===== src/rtl/register_bank_if.sv =====
// Bus bundle between the reaction-time history bank and its display/compare clients.
interface register_bank_if #(
    parameter int WIDTH = 13,
    parameter int DEPTH = 8
);
    localparam int AW = $clog2(DEPTH);

    logic             WriteEn;
    logic [AW-1:0]    WriteAddr;
    logic [WIDTH-1:0] WriteData;
    logic             ClearReq;
    logic [AW-1:0]    RdAddrA;
    logic [WIDTH-1:0] RdDataA;
    logic             RdValidA;
    logic [AW-1:0]    RdAddrB;
    logic [WIDTH-1:0] RdDataB;
    logic             RdValidB;
    logic             Busy;
    logic [DEPTH-1:0] ValidMask;

    modport master (
        output WriteEn, WriteAddr, WriteData, ClearReq, RdAddrA, RdAddrB,
        input  RdDataA, RdValidA, RdDataB, RdValidB, Busy, ValidMask
    );

    modport slave (
        input  WriteEn, WriteAddr, WriteData, ClearReq, RdAddrA, RdAddrB,
        output RdDataA, RdValidA, RdDataB, RdValidB, Busy, ValidMask
    );
endinterface


===== src/rtl/register_bank.sv =====
// DEPTH x WIDTH history bank: one write port, two registered read ports,
// per-row valid bits and a one-row-per-cycle clear sweep.
//   state    | meaning
//   IDLE     | writes accepted, ClearReq sampled
//   CLEARING | row[ptr] zeroed each cycle, writes and ClearReq ignored
module register_bank #(
    parameter int WIDTH  = 13,
    parameter int DEPTH  = 8,
    parameter bit BYPASS = 1'b1
) (
    input  logic            Clock,
    input  logic            Reset,
    register_bank_if.slave  bus
);
    localparam int            AW      = $clog2(DEPTH);
    localparam logic [AW:0]   DEPTH_W = (AW+1)'(DEPTH);
    localparam logic [AW-1:0] LAST    = AW'(DEPTH-1);

    typedef enum logic {IDLE, CLEARING} state_t;

    state_t           state, state_nxt;
    logic [AW-1:0]    ptr, ptr_nxt;
    logic             clr_en;
    logic             busy;

    logic [WIDTH-1:0] mem [DEPTH];
    logic [DEPTH-1:0] valid_mask;

    logic             wr_ok;
    logic [AW-1:0]    waddr;
    logic [WIDTH-1:0] wdata;
    logic [AW-1:0]    raddr_a, raddr_b;
    logic [WIDTH:0]   rd_a_nxt, rd_b_nxt;
    logic [WIDTH:0]   rd_a, rd_b;

    assign waddr   = bus.WriteAddr;
    assign wdata   = bus.WriteData;
    assign raddr_a = bus.RdAddrA;
    assign raddr_b = bus.RdAddrB;
    assign wr_ok   = (state == IDLE) && bus.WriteEn && ({1'b0, waddr} < DEPTH_W);

    always_ff @(posedge Clock) begin
        if (Reset) begin
            state <= IDLE;
            ptr   <= '0;
        end else begin
            state <= state_nxt;
            ptr   <= ptr_nxt;
        end
    end

    always_comb begin
        state_nxt = state;
        ptr_nxt   = ptr;
        clr_en    = 1'b0;
        busy      = 1'b0;
        case (state)
            IDLE: begin
                if (bus.ClearReq) begin
                    state_nxt = CLEARING;
                    ptr_nxt   = '0;
                end
            end
            CLEARING: begin
                busy   = 1'b1;
                clr_en = 1'b1;
                if (ptr == LAST) begin
                    state_nxt = IDLE;
                    ptr_nxt   = '0;
                end else begin
                    ptr_nxt = ptr + AW'(1);
                end
            end
            default: state_nxt = IDLE;
        endcase
    end

    // Returns {valid, data}; out-of-range rows read as empty.
    function automatic logic [WIDTH:0] read_row(input logic [AW-1:0] a);
        logic [WIDTH:0] r;
        r = '0;
        if ({1'b0, a} < DEPTH_W) begin
            if (BYPASS && wr_ok && (waddr == a))
                r = {1'b1, wdata};
            else
                r = {valid_mask[a], mem[a]};
        end
        return r;
    endfunction

    always_comb begin
        rd_a_nxt = read_row(raddr_a);
        rd_b_nxt = read_row(raddr_b);
    end

    always_ff @(posedge Clock) begin
        if (Reset) begin
            for (int i = 0; i < DEPTH; i++) mem[i] <= '0;
            valid_mask <= '0;
            rd_a       <= '0;
            rd_b       <= '0;
        end else begin
            if (wr_ok) begin
                mem[waddr]        <= wdata;
                valid_mask[waddr] <= 1'b1;
            end else if (clr_en) begin
                mem[ptr]          <= '0;
                valid_mask[ptr]   <= 1'b0;
            end
            rd_a <= rd_a_nxt;
            rd_b <= rd_b_nxt;
        end
    end

    assign bus.RdDataA   = rd_a[WIDTH-1:0];
    assign bus.RdValidA  = rd_a[WIDTH];
    assign bus.RdDataB   = rd_b[WIDTH-1:0];
    assign bus.RdValidB  = rd_b[WIDTH];
    assign bus.Busy      = busy;
    assign bus.ValidMask = valid_mask;
endmodule


===== src/flat_wrapper.sv =====
// flat-port wrapper written by rule: the top's interface ports become plain ports
module register_bank_flat 
#(
    parameter int WIDTH  = 13,
    parameter int DEPTH  = 8,
    parameter bit BYPASS = 1'b1
)
  (Clock, Reset, bus_WriteEn, bus_WriteAddr, bus_WriteData, bus_ClearReq, bus_RdAddrA, bus_RdAddrB, bus_RdDataA, bus_RdValidA, bus_RdDataB, bus_RdValidB, bus_Busy, bus_ValidMask);
  register_bank_if #(.WIDTH(WIDTH), .DEPTH(DEPTH)) bus_i ();
  input  logic Clock;
  input  logic Reset;
  input wire logic [$bits(bus_i.WriteEn)-1:0] bus_WriteEn;
  input wire logic [$bits(bus_i.WriteAddr)-1:0] bus_WriteAddr;
  input wire logic [$bits(bus_i.WriteData)-1:0] bus_WriteData;
  input wire logic [$bits(bus_i.ClearReq)-1:0] bus_ClearReq;
  input wire logic [$bits(bus_i.RdAddrA)-1:0] bus_RdAddrA;
  input wire logic [$bits(bus_i.RdAddrB)-1:0] bus_RdAddrB;
  output wire logic [$bits(bus_i.RdDataA)-1:0] bus_RdDataA;
  output wire logic [$bits(bus_i.RdValidA)-1:0] bus_RdValidA;
  output wire logic [$bits(bus_i.RdDataB)-1:0] bus_RdDataB;
  output wire logic [$bits(bus_i.RdValidB)-1:0] bus_RdValidB;
  output wire logic [$bits(bus_i.Busy)-1:0] bus_Busy;
  output wire logic [$bits(bus_i.ValidMask)-1:0] bus_ValidMask;
  assign bus_i.WriteEn = bus_WriteEn;
  assign bus_i.WriteAddr = bus_WriteAddr;
  assign bus_i.WriteData = bus_WriteData;
  assign bus_i.ClearReq = bus_ClearReq;
  assign bus_i.RdAddrA = bus_RdAddrA;
  assign bus_i.RdAddrB = bus_RdAddrB;
  assign bus_RdDataA = bus_i.RdDataA;
  assign bus_RdValidA = bus_i.RdValidA;
  assign bus_RdDataB = bus_i.RdDataB;
  assign bus_RdValidB = bus_i.RdValidB;
  assign bus_Busy = bus_i.Busy;
  assign bus_ValidMask = bus_i.ValidMask;
  register_bank #(.WIDTH(WIDTH), .DEPTH(DEPTH), .BYPASS(BYPASS)) u_core (.Clock(Clock), .Reset(Reset), .bus(bus_i));
endmodule

===== config.mk =====
export PLATFORM = sky130hd
export DESIGN_NAME = register_bank_flat
export DESIGN_NICKNAME = d
export VERILOG_FILES = /design/src/rtl/register_bank_if.sv /design/src/rtl/register_bank.sv /design/src/flat_wrapper.sv
export SDC_FILE = /design/constraint.sdc
export NUM_CORES = 1
export LEC_CHECK = 0
export ABC_AREA = 1
export CAP_MARGIN = 20
export CORE_MARGIN = 2
export CORE_UTILIZATION = 60
export DETAILED_ROUTE_END_ITERATION = 12
export PLACE_DENSITY = 0.82
export RECOVER_POWER = 25
export SETUP_SLACK_MARGIN = 0.15
export SLEW_MARGIN = 20
export SYNTH_ARGS = -nofsm -noshare
export SYNTH_HDL_FRONTEND = slang
export SYNTH_SLANG_ARGS = --single-unit

===== constraint.sdc =====
create_clock -name Clock -period 2.9 [get_ports Clock]
set_input_delay 0.29 -clock Clock [delete_from_list [all_inputs] [get_ports Clock]]
set_output_delay 0.29 -clock Clock [all_outputs]
set_load 0.02 [all_outputs]

==> results by group <==
Critical path
  – CP Launch Type: input port
  – CP Class: input port to register
  – R2R Setup Slk: ~0.5 ns
  – Crit path capture type: register
  – Slowest CP cell: clkdlybuf4s50_1
  – Crit path max fanout: 22
  – Arrival @ worst endpoint: around 2.7 ns
  – Slowest Stage Delay on Critical Path: 0.47 ns
  – CP cell instances: clkdlybuf4s50_1 > inv_1 > nand2_4 > o21ai_0 > nor2_2 > nand2_1 > clkbuf_1 > nor2_1
  – Critical Path RT: roughly 3 ns

Cells and area
  – Multi-input logic area: between 3000 and 4000 µm²
  – Sequential cell area: between 4000 and 5000 µm²
  – NumNets Final: 1072
  – Filler cell count: between 1000 and 1500
  – Diodes inserted: 0
  – Layout cells sized above 1: under 10%
  – Layout area overhead: 15.3%
  – Fin cells: approximately 1200
  – Commonest non-fill, non-tap cell in the layout: nand2_1
  – Commonest cells after routing, fill and taps aside: 256 x nand2_1, 170 x nor2_1, 104 x edfxtp_1

Global routing
  – First-pass GRT wire length: around 37000 µm
  – Total global routing track utilization: 34.2%
  – GRT overflow: 0
  – Initial antenna violation count: 1
  – Vias in the first global route: slightly below 7000
  – Largest net degree at the start of global routing: 84

Synthesis
  – Cell Area, Synth: approximately 8100 µm²
  – Top cells by area, synth: edfxtp_1 38%, dfxtp_1 14%, nand2_1 12%
  – Synth Register Bits: roughly 160
  – Async SR Flop Fraction: 0%
  – Syn nets: slightly above 1000
  – Synth top area share: 38.5%
  – Number of synthesized flops with an enable pin: between 100 and 150
  – Ys Warns: 0
  – Register area share after synthesis: a little over half
  – Synth Instances: between 1000 and 1500
  – Avg Cell Area, Syn: ~8 µm²
  – Area leader, netlist: edfxtp_1
  – Unique masters post-synth: 29
  – Main synth FF type: edfxtp_1

Detailed routing
  – DRT iter0 DRCs: 1293
  – Final ANT Viol Nets: 0
  – DR WL/cell: slightly below 20 µm
  – Vias/cell: between 5 and 6
  – Routed vias: 7345
  – Routed WL: approximately 24000 µm
  – Router iterations before antenna repair: 6
  – DRC errors left: 0

STA
  – RSZ-0062 raised after global routing: false
  – Worst Clk Skew: 0.00764 ns
  – Fmax: approximately 0.39 GHz
  – Final setup vio count: 0
  – Setup TNS: 0 ns
  – Tcrit/Tclk final: around nine tenths
  – Final worst path period need: ~2.6 ns
  – Worst-margin pin slew: 1.36 ns
  – Final hold violations: 0
  – Max-slew violations: 0
  – Slew headroom: 9.26%

Power
  – LEAKAGE: just over 4 nW
  – PwrDens: ~600 nW/µm²
  – Max IR drop VDD: between 0.0005 and 0.0006 V

Placed design
  – DP HPWL: 16200 µm
  – Dpl cells: 1201
  – Placer Congestion: around 0.96
  – Port Buffers: 62

Die
  – Die Y: 120 µm
  – CORE AREA: 13200 µm²
  – Die W: around 120 µm
  – Die area: between 10000 and 15000 µm²
  – FP Rows: between 40 and 50
  – I/O pins: 63
  – Initial core utilization: between 60% and 70%

Clocking
  – CTS tree: done
  – Htree depth: 4
  – Setup bufs post-CTS: 0
  – CTS clk-pin slew, worst paths: about 0.060 ns
  – CTS sink cnt: approximately 160
  – TritonCTS buffer count: 17
  – Hold Buf Count CTS: 0
  – PostCTS Resize Cnt: 0
  – Root Driver: clkbuf_16
  – Deepest clock path buffer count: 2
  – Clock latency on the worst-skew pair: about 0.43 ns

Min path
  – Hold crit path type: input port to register

Run status
  – Status: finished, final reports clean

Flow run
  – Max Cap Viol: 0
[power by group]
part | internal [mW] | leakage, nW | switching (mW)
clock | 1.28 | 0.291 | 0.889
combinational | 0.263 | 2.32 | 0.539
sequential | 2.54 | 1.54 | 0.0581
[Yosys cell counts, types with 2 or more instances]
cell	instances
o21ai_0	35
buf_1	5
mux2_2	26
buf_2	17
dfxtp_1	55
a21oi_1	36
o21ai_1	4
o211ai_1	26
nand2_2	8
xor2_1	2
nand3b_1	2
nand2_1	255
nand4_1	2
nor2_1	170
edfxtp_1	104
buf_6	9
clkbuf_1	30
nand3_1	100
nor2_2	7
ha_1	2
inv_1	102
[final timing paths]
path,from,cells after the start,endpoint
min,bus_WriteData[11],1,register
min reg2reg,u_core.bus.ValidMask[0],2,u_core.bus.ValidMask[0]
max reg2reg,u_core.state,6,u_core.mem[7][10]
max,Reset,8,u_core.mem[7][10]
[logic make-up after synthesis]
| kind of cell | count (synthesis) | synth area share, % |
|---|---|---|
| simple gates | 547 | 27.7 |
| buf+inv | 165 | 8.77 |
| flops | 159 | 52.0 |
| compound gates | 104 | 7.41 |
| mux | 26 | 3.61 |
| xor+xnor | 2 | 0.216 |
| fa+ha+maj | 2 | 0.308 |
[worst max-delay path: cells and delay by family]
| kind | cells | cell delay [ns] |
|---|---|---|
| buffers and inverters | 3 | 1.33 |
| AND/OR/NAND/NOR | 4 | 0.62 |
| AO/OA/AOI/OAI | 1 | 0.45 |
[routing by layer]
| metal | GRT usage [%] | part of all wire, % | vias to the layer above |
|---|---|---|---|
| li1 | - | - | 3318 |
| met1 | 45.4 | 38 | 3357 |
| met2 | 53.1 | 46 | 557 |
| met3 | 8.54 | 12 | 111 |
| met4 | 15.6 | 4.2 | 2 |
| met5 | 0 | 0.054 | - |
[final cells by class]
type	instances	area share, %
clock buffer	23	5.27
clock inverter	9	0.869
inverter	103	4.13
multi-input combinational	681	34.0
sequential	159	45.1
tap	176	2.35
timing repair buffer	82	8.27
[per-stage QoR]
| stage | setup slack, ns | total power, mW | instance area (µm²) | hold slack [ns] | util, % |
|---|---|---|---|---|---|
| 2_1_floorplan | 0.936 | 3.12 | 8120 | 0.318 | - |
| 3_3_place_gp | 0.342 | 3.40 | 8800 | 0.526 | 66.4 |
| 3_5_place_dp | 0.262 | 3.42 | 8800 | 0.536 | 66.4 |
| 4_1_cts | 0.463 | 5.55 | 9370 | 0.330 | 70.8 |
| 5_1_grt | 0.211 | 5.71 | 9360 | 0.450 | 70.7 |
| 6_report | 0.340 | 5.57 | 9360 | 0.441 | 70.7 |
Power figures use the tool's default switching activity.
